--- src/rtl/fft_pkg.sv ---
// Shared types and default sizing for the radix-2 DIF FFT sequencer.
// FSM state encoding plus default LOG2N / BF_LAT values.
package fft_pkg;

  typedef enum logic [1:0] {
    ST_IDLE  = 2'd0,
    ST_RUN   = 2'd1,
    ST_DRAIN = 2'd2,
    ST_DONE  = 2'd3
  } fft_state_t;

  localparam int FFT_LOG2N_DEF  = 3;
  localparam int FFT_BF_LAT_DEF = 2;

  // drain counter width; BF_LAT never exceeds 8
  localparam int FFT_DCNT_W = 4;

endpackage

--- src/rtl/fft_bf_addr_gen.sv ---
// Butterfly address generator: (stage, butterfly) -> RAM pair,
// twiddle index and no-twiddle select for an in-place DIF FFT.
module fft_bf_addr_gen
  import fft_pkg::*;
#(
  parameter int LOG2N = FFT_LOG2N_DEF
) (
  input  logic [LOG2N-1:0] s,
  input  logic [LOG2N-2:0] b,
  output logic [LOG2N-1:0] addr0,
  output logic [LOG2N-1:0] addr1,
  output logic [LOG2N-2:0] tw,
  output logic             bypass
);

  localparam logic [LOG2N-1:0] LAST = LOG2N'(LOG2N - 1);
  localparam logic [LOG2N-1:0] ONE  = LOG2N'(1);

  logic [LOG2N-1:0] sh;
  logic [LOG2N-1:0] h;
  logic [LOG2N-1:0] bx;
  logic [LOG2N-1:0] j;
  logic [LOG2N-1:0] g;

  // span h = N>>(s+1); group base g*2h plus offset j
  always_comb begin
    sh     = LAST - s;
    h      = ONE << sh;
    bx     = {1'b0, b};
    j      = bx & (h - ONE);
    g      = bx >> sh;
    addr0  = (g << (sh + ONE)) | j;
    addr1  = addr0 + h;
    tw     = j[LOG2N-2:0] << s;
    bypass = (s == LAST);
  end

endmodule

--- src/rtl/fft_bf_ctrl.sv ---
// Sequencer for a memory-based radix-2 DIF FFT: issues butterfly reads,
// replays them as writes BF_LAT later. Optional hold: FFT_CTRL_STALL_EN.
module fft_bf_ctrl
  import fft_pkg::*;
#(
  parameter int LOG2N  = FFT_LOG2N_DEF,
  parameter int BF_LAT = FFT_BF_LAT_DEF
) (
  input  logic             clk,
  input  logic             rst_n,
  input  logic             start,
`ifdef FFT_CTRL_STALL_EN
  input  logic             hold,
`endif
  output logic             busy,
  output logic             done,
  output logic             rd_en,
  output logic [LOG2N-1:0] rd_addr0,
  output logic [LOG2N-1:0] rd_addr1,
  output logic [LOG2N-2:0] tw_addr,
  output logic             tw_bypass,
  output logic [LOG2N-1:0] stage,
  output logic             wr_en,
  output logic [LOG2N-1:0] wr_addr0,
  output logic [LOG2N-1:0] wr_addr1
);

  localparam logic [LOG2N-1:0] LAST = LOG2N'(LOG2N - 1);
  localparam logic [LOG2N-1:0] ONE  = LOG2N'(1);
  localparam logic [LOG2N-1:0] HALF = LOG2N'(1 << (LOG2N - 1));
  localparam logic [FFT_DCNT_W-1:0] DLAST =
    FFT_DCNT_W'(BF_LAT - 1);
  localparam logic [FFT_DCNT_W-1:0] DONE1 =
    FFT_DCNT_W'(1);

  fft_state_t state_q, state_d;
  logic [LOG2N-1:0] s_q, s_d;
  logic [LOG2N-1:0] cnt_q, cnt_d;
  logic [FFT_DCNT_W-1:0] dcnt_q, dcnt_d;

  logic             iss;
  logic [LOG2N-1:0] iss_s;
  logic [LOG2N-2:0] iss_b;

  logic [LOG2N-1:0] ag_a0;
  logic [LOG2N-1:0] ag_a1;
  logic [LOG2N-2:0] ag_tw;
  logic             ag_byp;

  logic             stall;

  logic [BF_LAT-1:0] dl_en;
  logic [LOG2N-1:0]  dl_a0 [BF_LAT];
  logic [LOG2N-1:0]  dl_a1 [BF_LAT];

`ifdef FFT_CTRL_STALL_EN
  assign stall = hold;
`else
  assign stall = 1'b0;
`endif

  fft_bf_addr_gen #(
    .LOG2N(LOG2N)
  ) u_addr (
    .s     (iss_s),
    .b     (iss_b),
    .addr0 (ag_a0),
    .addr1 (ag_a1),
    .tw    (ag_tw),
    .bypass(ag_byp)
  );

  // state, stage, butterfly and drain counters
  always_ff @(posedge clk or negedge rst_n) begin
    if (!rst_n) begin
      state_q <= ST_IDLE;
      s_q     <= '0;
      cnt_q   <= '0;
      dcnt_q  <= '0;
    end else begin
      state_q <= state_d;
      s_q     <= s_d;
      cnt_q   <= cnt_d;
      dcnt_q  <= dcnt_d;
    end
  end

  // next state; iss selects the butterfly shown next cycle
  always_comb begin
    state_d = state_q;
    s_d     = s_q;
    cnt_d   = cnt_q;
    dcnt_d  = dcnt_q;
    iss     = 1'b0;
    iss_s   = s_q;
    iss_b   = cnt_q[LOG2N-2:0];
    unique case (state_q)
      ST_IDLE: begin
        if (start) begin
          state_d = ST_RUN;
          s_d     = '0;
          cnt_d   = ONE;
          iss     = 1'b1;
          iss_s   = '0;
          iss_b   = '0;
        end
      end
      ST_RUN: begin
        if (cnt_q == HALF) begin
          state_d = ST_DRAIN;
          dcnt_d  = '0;
        end else if (!stall) begin
          iss   = 1'b1;
          cnt_d = cnt_q + ONE;
        end
      end
      ST_DRAIN: begin
        if (dcnt_q == DLAST) begin
          if (s_q == LAST) begin
            state_d = ST_DONE;
          end else begin
            state_d = ST_RUN;
            s_d     = s_q + ONE;
            cnt_d   = ONE;
            iss     = 1'b1;
            iss_s   = s_q + ONE;
            iss_b   = '0;
          end
        end else begin
          dcnt_d = dcnt_q + DONE1;
        end
      end
      ST_DONE: begin
        state_d = ST_IDLE;
        s_d     = '0;
        cnt_d   = '0;
        dcnt_d  = '0;
      end
      default: begin
        state_d = ST_IDLE;
      end
    endcase
  end

  // registered read-side and handshake outputs
  always_ff @(posedge clk or negedge rst_n) begin
    if (!rst_n) begin
      busy      <= 1'b0;
      done      <= 1'b0;
      rd_en     <= 1'b0;
      rd_addr0  <= '0;
      rd_addr1  <= '0;
      tw_addr   <= '0;
      tw_bypass <= 1'b0;
      stage     <= '0;
    end else begin
      busy      <= (state_d != ST_IDLE);
      done      <= (state_d == ST_DONE);
      rd_en     <= iss;
      rd_addr0  <= iss ? ag_a0 : '0;
      rd_addr1  <= iss ? ag_a1 : '0;
      tw_addr   <= iss ? ag_tw : '0;
      tw_bypass <= iss & ag_byp;
      stage     <= s_d;
    end
  end

  // write replay: rd stream delayed BF_LAT cycles
  always_ff @(posedge clk or negedge rst_n) begin
    if (!rst_n) begin
      dl_en <= '0;
      for (int i = 0; i < BF_LAT; i++) begin
        dl_a0[i] <= '0;
        dl_a1[i] <= '0;
      end
    end else begin
      dl_en[0] <= rd_en;
      dl_a0[0] <= rd_addr0;
      dl_a1[0] <= rd_addr1;
      for (int i = 1; i < BF_LAT; i++) begin
        dl_en[i] <= dl_en[i-1];
        dl_a0[i] <= dl_a0[i-1];
        dl_a1[i] <= dl_a1[i-1];
      end
    end
  end

  assign wr_en    = dl_en[BF_LAT-1];
  assign wr_addr0 = dl_a0[BF_LAT-1];
  assign wr_addr1 = dl_a1[BF_LAT-1];

endmodule

--- config.mk ---
export PLATFORM = sky130hd
export DESIGN_NAME = fft_bf_ctrl
export DESIGN_NICKNAME = d
export VERILOG_FILES = /design/src/rtl/fft_pkg.sv /design/src/rtl/fft_bf_addr_gen.sv /design/src/rtl/fft_bf_ctrl.sv
export SDC_FILE = /design/constraint.sdc
export NUM_CORES = 1
export LEC_CHECK = 0
export CAP_MARGIN = 10
export CORE_UTILIZATION = 55
export DETAILED_ROUTE_END_ITERATION = 16
export MAX_ROUTING_LAYER = met4
export PLACE_DENSITY_LB_ADDON = 0.25
export SLEW_MARGIN = 20
export SYNTH_ARGS = -nofsm -noshare
export SYNTH_HDL_FRONTEND = slang
export SYNTH_SLANG_ARGS = --single-unit
--- constraint.sdc ---
create_clock -name clk -period 4.8 [get_ports clk]
set_input_delay 0.48 -clock clk [delete_from_list [all_inputs] [get_ports clk]]
set_output_delay 0.48 -clock clk [all_outputs]
set_load 0.02 [all_outputs]
# Yosys cells after proc, flatten, opt, wreduce, memory -nomap -nowiden
# Cells that the tools add are included.
# totals
out_inout_bits	22
in_bits	3
regBits	38
# op_classes
muxes	30
bitwise	3
n_reduce_logical	6
n_addsub	7
n_shift	4
eq_ne	14
# ops
op	n
3-bit 2-to-1 mux	9
2-bit 2-to-1 mux	8
2-bit != test, second input constant	6
3-bit one-hot mux with 4 select lines	1
4-bit one-hot mux with 3 select lines	1
3-bit by 1-bit adder with 3-bit output, second input constant	3
3-bit one-hot mux with 3 select lines	1
4-bit 2-to-1 mux	2
2-bit one-hot mux with 4 select lines	1
2-bit == test, second input constant	3
3-bit by 2-bit == test with 1-bit output, second input constant	2
3-bit one-hot mux with 2 select lines	1
3-bit nonzero test	2
4-bit by 1-bit adder with 4-bit output, second input constant	1
4-bit by 1-bit == test with 1-bit output, second input constant	1
1-bit 2-to-1 mux	4
2-bit one-hot mux with 2 select lines	1
4-bit AND reduction	1
3-bit adder	1
2-bit by 3-bit bitwise AND with 3-bit output	1
3-bit == test, second input constant	1
3-bit OR	1
1-bit one-hot mux with 3 select lines	1
3-bit AND reduction	1
10 further kinds	10

# Depth between registers and ports, before layout
# Gate-level depths: netlist (run 1).
# logic_depth
depth_word	11
ltp_mapped	18

# By module
# A second synthesis (run 1) with hierarchy kept.
# unflattened
hier_cells	179
hier_area_um2	1939.4
# modules_own_cells
mod	cells_per_inst	area_per_inst_um2	instances
fft_bf_ctrl	144	1637.8	1
fft_bf_addr_gen	35	301.5	1

# Least setup slack after synthesis (run 1)
# Ideal clock, no wire load.
# synth_timing
path_type	reg-to-reg
start	register, netlist name stage[0]
end	register rd_addr1[2]
arrival_time_ps	3615
t_required_ps	4672
synth_period_minus_slack_ps	3743
path_stages_with_launch	17
path_slack_ps	1057
setup_ps	128
cell_sequence	dfrtp_1 -> inv_1 -> ha_1 -> nand2b_1 -> nand2_1 -> o311ai_4 -> ha_1 -> nand2_1 -> nor3b_1 -> a2111oi_4 -> nor2_2 -> or2_1 -> nand2_1 -> ha_1 -> fa_1 -> xnor2_2 -> mux2_1
# synth_rtl
element	line	rtl
end signal: assignment	fft_bf_ctrl.sv:161	rd_addr1 <= iss ? ag_a1 : '0;
end: declaration	fft_bf_ctrl.sv:19	output logic [LOG2N-1:0] rd_addr1,

==> results of run 1 <==
-- where the power goes --
group / internal, mW / leakage [nW] / total (mW) / switching, mW
clock: 0.163 / 0.0554 / 0.273 / 0.110
combinational: 0.208 / 0.487 / 0.465 / 0.257
sequential: 0.418 / 0.487 / 0.502 / 0.0839
-- per-layer routing --
| layer | up-vias | global-route usage [%] | share of wire [%] |
|---|---|---|---|
| met3 | 4 | 5.59 | 4.3 |
| met2 | 39 | 32.1 | 47 |
| li1 | 644 | - | - |
| met4 | 0 | 8.57 | 1.2 |
| met1 | 653 | 28.9 | 48 |
| met5 | - | - | 0 |
-- critical path, stage by stage, from the launching register on --
cell and delay, ns:
dfrtp_1 0.60, inv_1 0.15, ha_1 0.28, nand2b_1 0.13, nand2_1 0.14, o311ai_4 0.32, ha_1 0.32, nand2_1 0.10
nor3b_1 0.35, a2111oi_4 0.12, nor2_2 0.16, or2_1 0.15, nand2_1 0.06, ha_1 0.18, fa_1 0.41, xnor2_2 0.20
mux2_1 0.34
-- cell type report --
class / count / share of cell area (%)
flip-flops and latches: 38 / 41.1
multi-input cells: 119 / 39.5
repair buffers: 25 / 10.7
clock inverters: 3 / 2.97
well taps: 46 / 2.49
clock buffers: 5 / 1.62
inverters: 10 / 1.62
-- cells by family after synthesis --
group / share of synthesized area, %
buf+inv: 5.21
mux: 1.78
xor+xnor: 4.39
flops: 48.3
fa+ha+maj: 8.65
compound gates: 12.7
simple gates: 19.0
-- flip-flops by register name, summed over array words and instances, names as in the netlist --
signal,cells
state_q,2
dl_a0,3
dl_en,2
rd_addr1,3
wr_addr0,3
tw_addr,2
tw_bypass,1
wr_addr1,3
rd_en,1
dcnt_q,4
dl_a1,3
busy,1
done,1
rd_addr0,3
cnt_q,3
stage,3
-- worst paths after layout --
check                         start           to  slack, ns  depth (start not counted)
max                        stage[0]  rd_addr1[2]       0.66                         16
min                        dl_a0[3]  wr_addr0[0]       0.36                          0
max reg2reg                stage[0]  rd_addr1[2]       0.66                         16
min reg2reg                dl_a0[3]  wr_addr0[0]       0.36                          0
max in group asynchronous     rst_n     dl_a0[4]       3.91                          2
min in group asynchronous     rst_n    dcnt_q[2]       0.54                          2
-- synth_stat cells (all sizes together) --
master / number / area, um^2
dfrtp: 38 / 951
nand2: 22 / 82.6
ha: 12 / 150
inv: 10 / 37.5
o21ai: 10 / 50.0
a21oi: 9 / 48.8
buf: 8 / 57.6
nor2: 8 / 32.5
and2: 5 / 31.3
nor2b: 5 / 33.8
xnor2: 5 / 51.3
nand2b: 4 / 32.5
xor2: 4 / 35.0
nand3: 3 / 15.0
nor3b: 3 / 27.5
a31oi: 2 / 12.5
clkbuf: 2 / 7.51
mux2i: 2 / 23.8
nor4: 2 / 25.0
o21bai: 2 / 18.8
a2111oi: 1 / 27.5
a21o: 1 / 7.51
a22o: 1 / 8.76
a22oi: 1 / 7.51
a32oi: 1 / 8.76
and3: 1 / 6.26
and3b: 1 / 8.76
and4b: 1 / 10.0
fa: 1 / 20.0
mux2: 1 / 11.3
nand4: 1 / 6.26
nand4b: 1 / 8.76
nand4bb: 1 / 27.5
nor3: 1 / 5.00
nor4b: 1 / 15.0
o2111a: 1 / 11.3
o21a: 1 / 7.51
o22ai: 1 / 6.26
o311ai: 1 / 26.3
o31ai: 1 / 7.51
or2: 1 / 6.26
==> flow_summary.json, run 1 <==
{
  "cp_max_fo": 9,
  "synth_nets": 193,
  "yosysSeqAreaShare_pct": 48.3,
  "wl_per_cell_um": 14.0,
  "gr-total-overflow": 0,
  "peakVddDrop_uv": 195,
  "place_area_um2": 2210,
  "multi_input_area_um2": 915,
  "finalPower_mw": 1.24,
  "synth_cell_types": 52,
  "finalSetupViolCount": 0,
  "ys_warn_count": 0,
  "setup_tns_ns": 0,
  "drc_errors": 0,
  "path_clk_slew_ns": 0.13,
  "num_vias": 1340,
  "hp-class": "reg -> reg",
  "io_buffers": 24,
  "ant_nets": 0,
  "hold_violations": 0,
  "crit_required_ns": 5.03,
  "slew_violations": 0,
  "postLayoutCoreUtil_pct": 68.3,
  "final_common_cell": "dfrtp_1",
  "die_y_um": 61.8,
  "rows": 21,
  "period_share_pct": 86.1,
  "syn_inst": 177,
  "fin_skew_ns": 0.0126,
  "drtPass1Iterations": 4,
  "synth-seq-cells": 38,
  "critical_path_arrival_ns": 4.36,
  "rsz0062_at_grt": "false",
  "outcome": "finished clean",
  "seqCellArea_um2": 951,
  "grt_pass1_wl_um": 5750,
  "grt_max_degree": 39,
  "h-tree-depth": 2,
  "cts_buffers": 5,
  "cts_hold_buf": 0,
  "drv_cap": 0,
  "worst_pin_slew_ns": 0.620,
  "endpoint_kind": "flop",
  "start_kind": "flop",
  "drive_gt1_share_pct": 12.0,
  "criticalPathCategory": "reg -> reg",
  "initial_utilization_pct": 58.1,
  "design_area_um2": 2310,
  "root_buffer": "clkbuf_4",
  "p_leak_nw": 1.03,
  "grt_pass1_vias": 1240,
  "syn_to_final_growth_pct": 17.6,
  "fmax_mhz": 242,
  "worst_skew_pair.late_latency_ns": 0.35,
  "cts_resized": 0,
  "wl_um": 3450,
  "via_per_inst": 5.45,
  "layout_common_cells": "dfrtp_1 (38), clkdlybuf4s50_1 (24), nand2_1 (22), ha_1 (12)",
  "place_ws_ns": 0.657,
  "hpwlAfterDp_um": 2500,
  "globalplace.congestion": 0.914,
  "max-slew-margin-rel_pct": 58.7,
  "grt_antenna_before_repair": 0,
  "antenna_cells": 0,
  "worst_slack_ns": 0.665,
  "finalNetCount": 215,
  "timing.hold.ws_ns": 0.362,
  "period_needed_ns": 4.14,
  "place_inst": 238,
  "placeableCoreArea_um2": 3390,
  "fill_cells": 250,
  "cts_max_path_buffers": 2,
  "final_cells": 246,
  "post-cts-setup-buffers": 0,
  "cts_sinks": 38,
  "netlist_area_um2": 1970,
  "cts_tree": "done",
  "drt_iter0_drc": 67,
  "fp.dieArea_um2": 3820,
  "dieWidth_um": 61.8,
  "io_pins": 25,
  "grt_usage_pct": 21.8,
  "power_density_nw_per_um2": 536,
  "syn_area_per_cell_um2": 11.1
}
Note: power is estimated with default switching activity, not from simulation.
==> inputs of run 2 (changes only) <==
--- a/constraint.sdc
+++ b/constraint.sdc
@@ -3,2 +3,2 @@
 set_output_delay 0.48 -clock clk [all_outputs]
-set_load 0.02 [all_outputs]
+set_load 0.1 [all_outputs]
==> results of run 2 <==
The final DEF is identical to that of run 1. Status: finished clean.
Main changes from that run: total power 1.24 mW -> 1.57 mW; worst IR drop on VDD 195 uV -> 333 uV
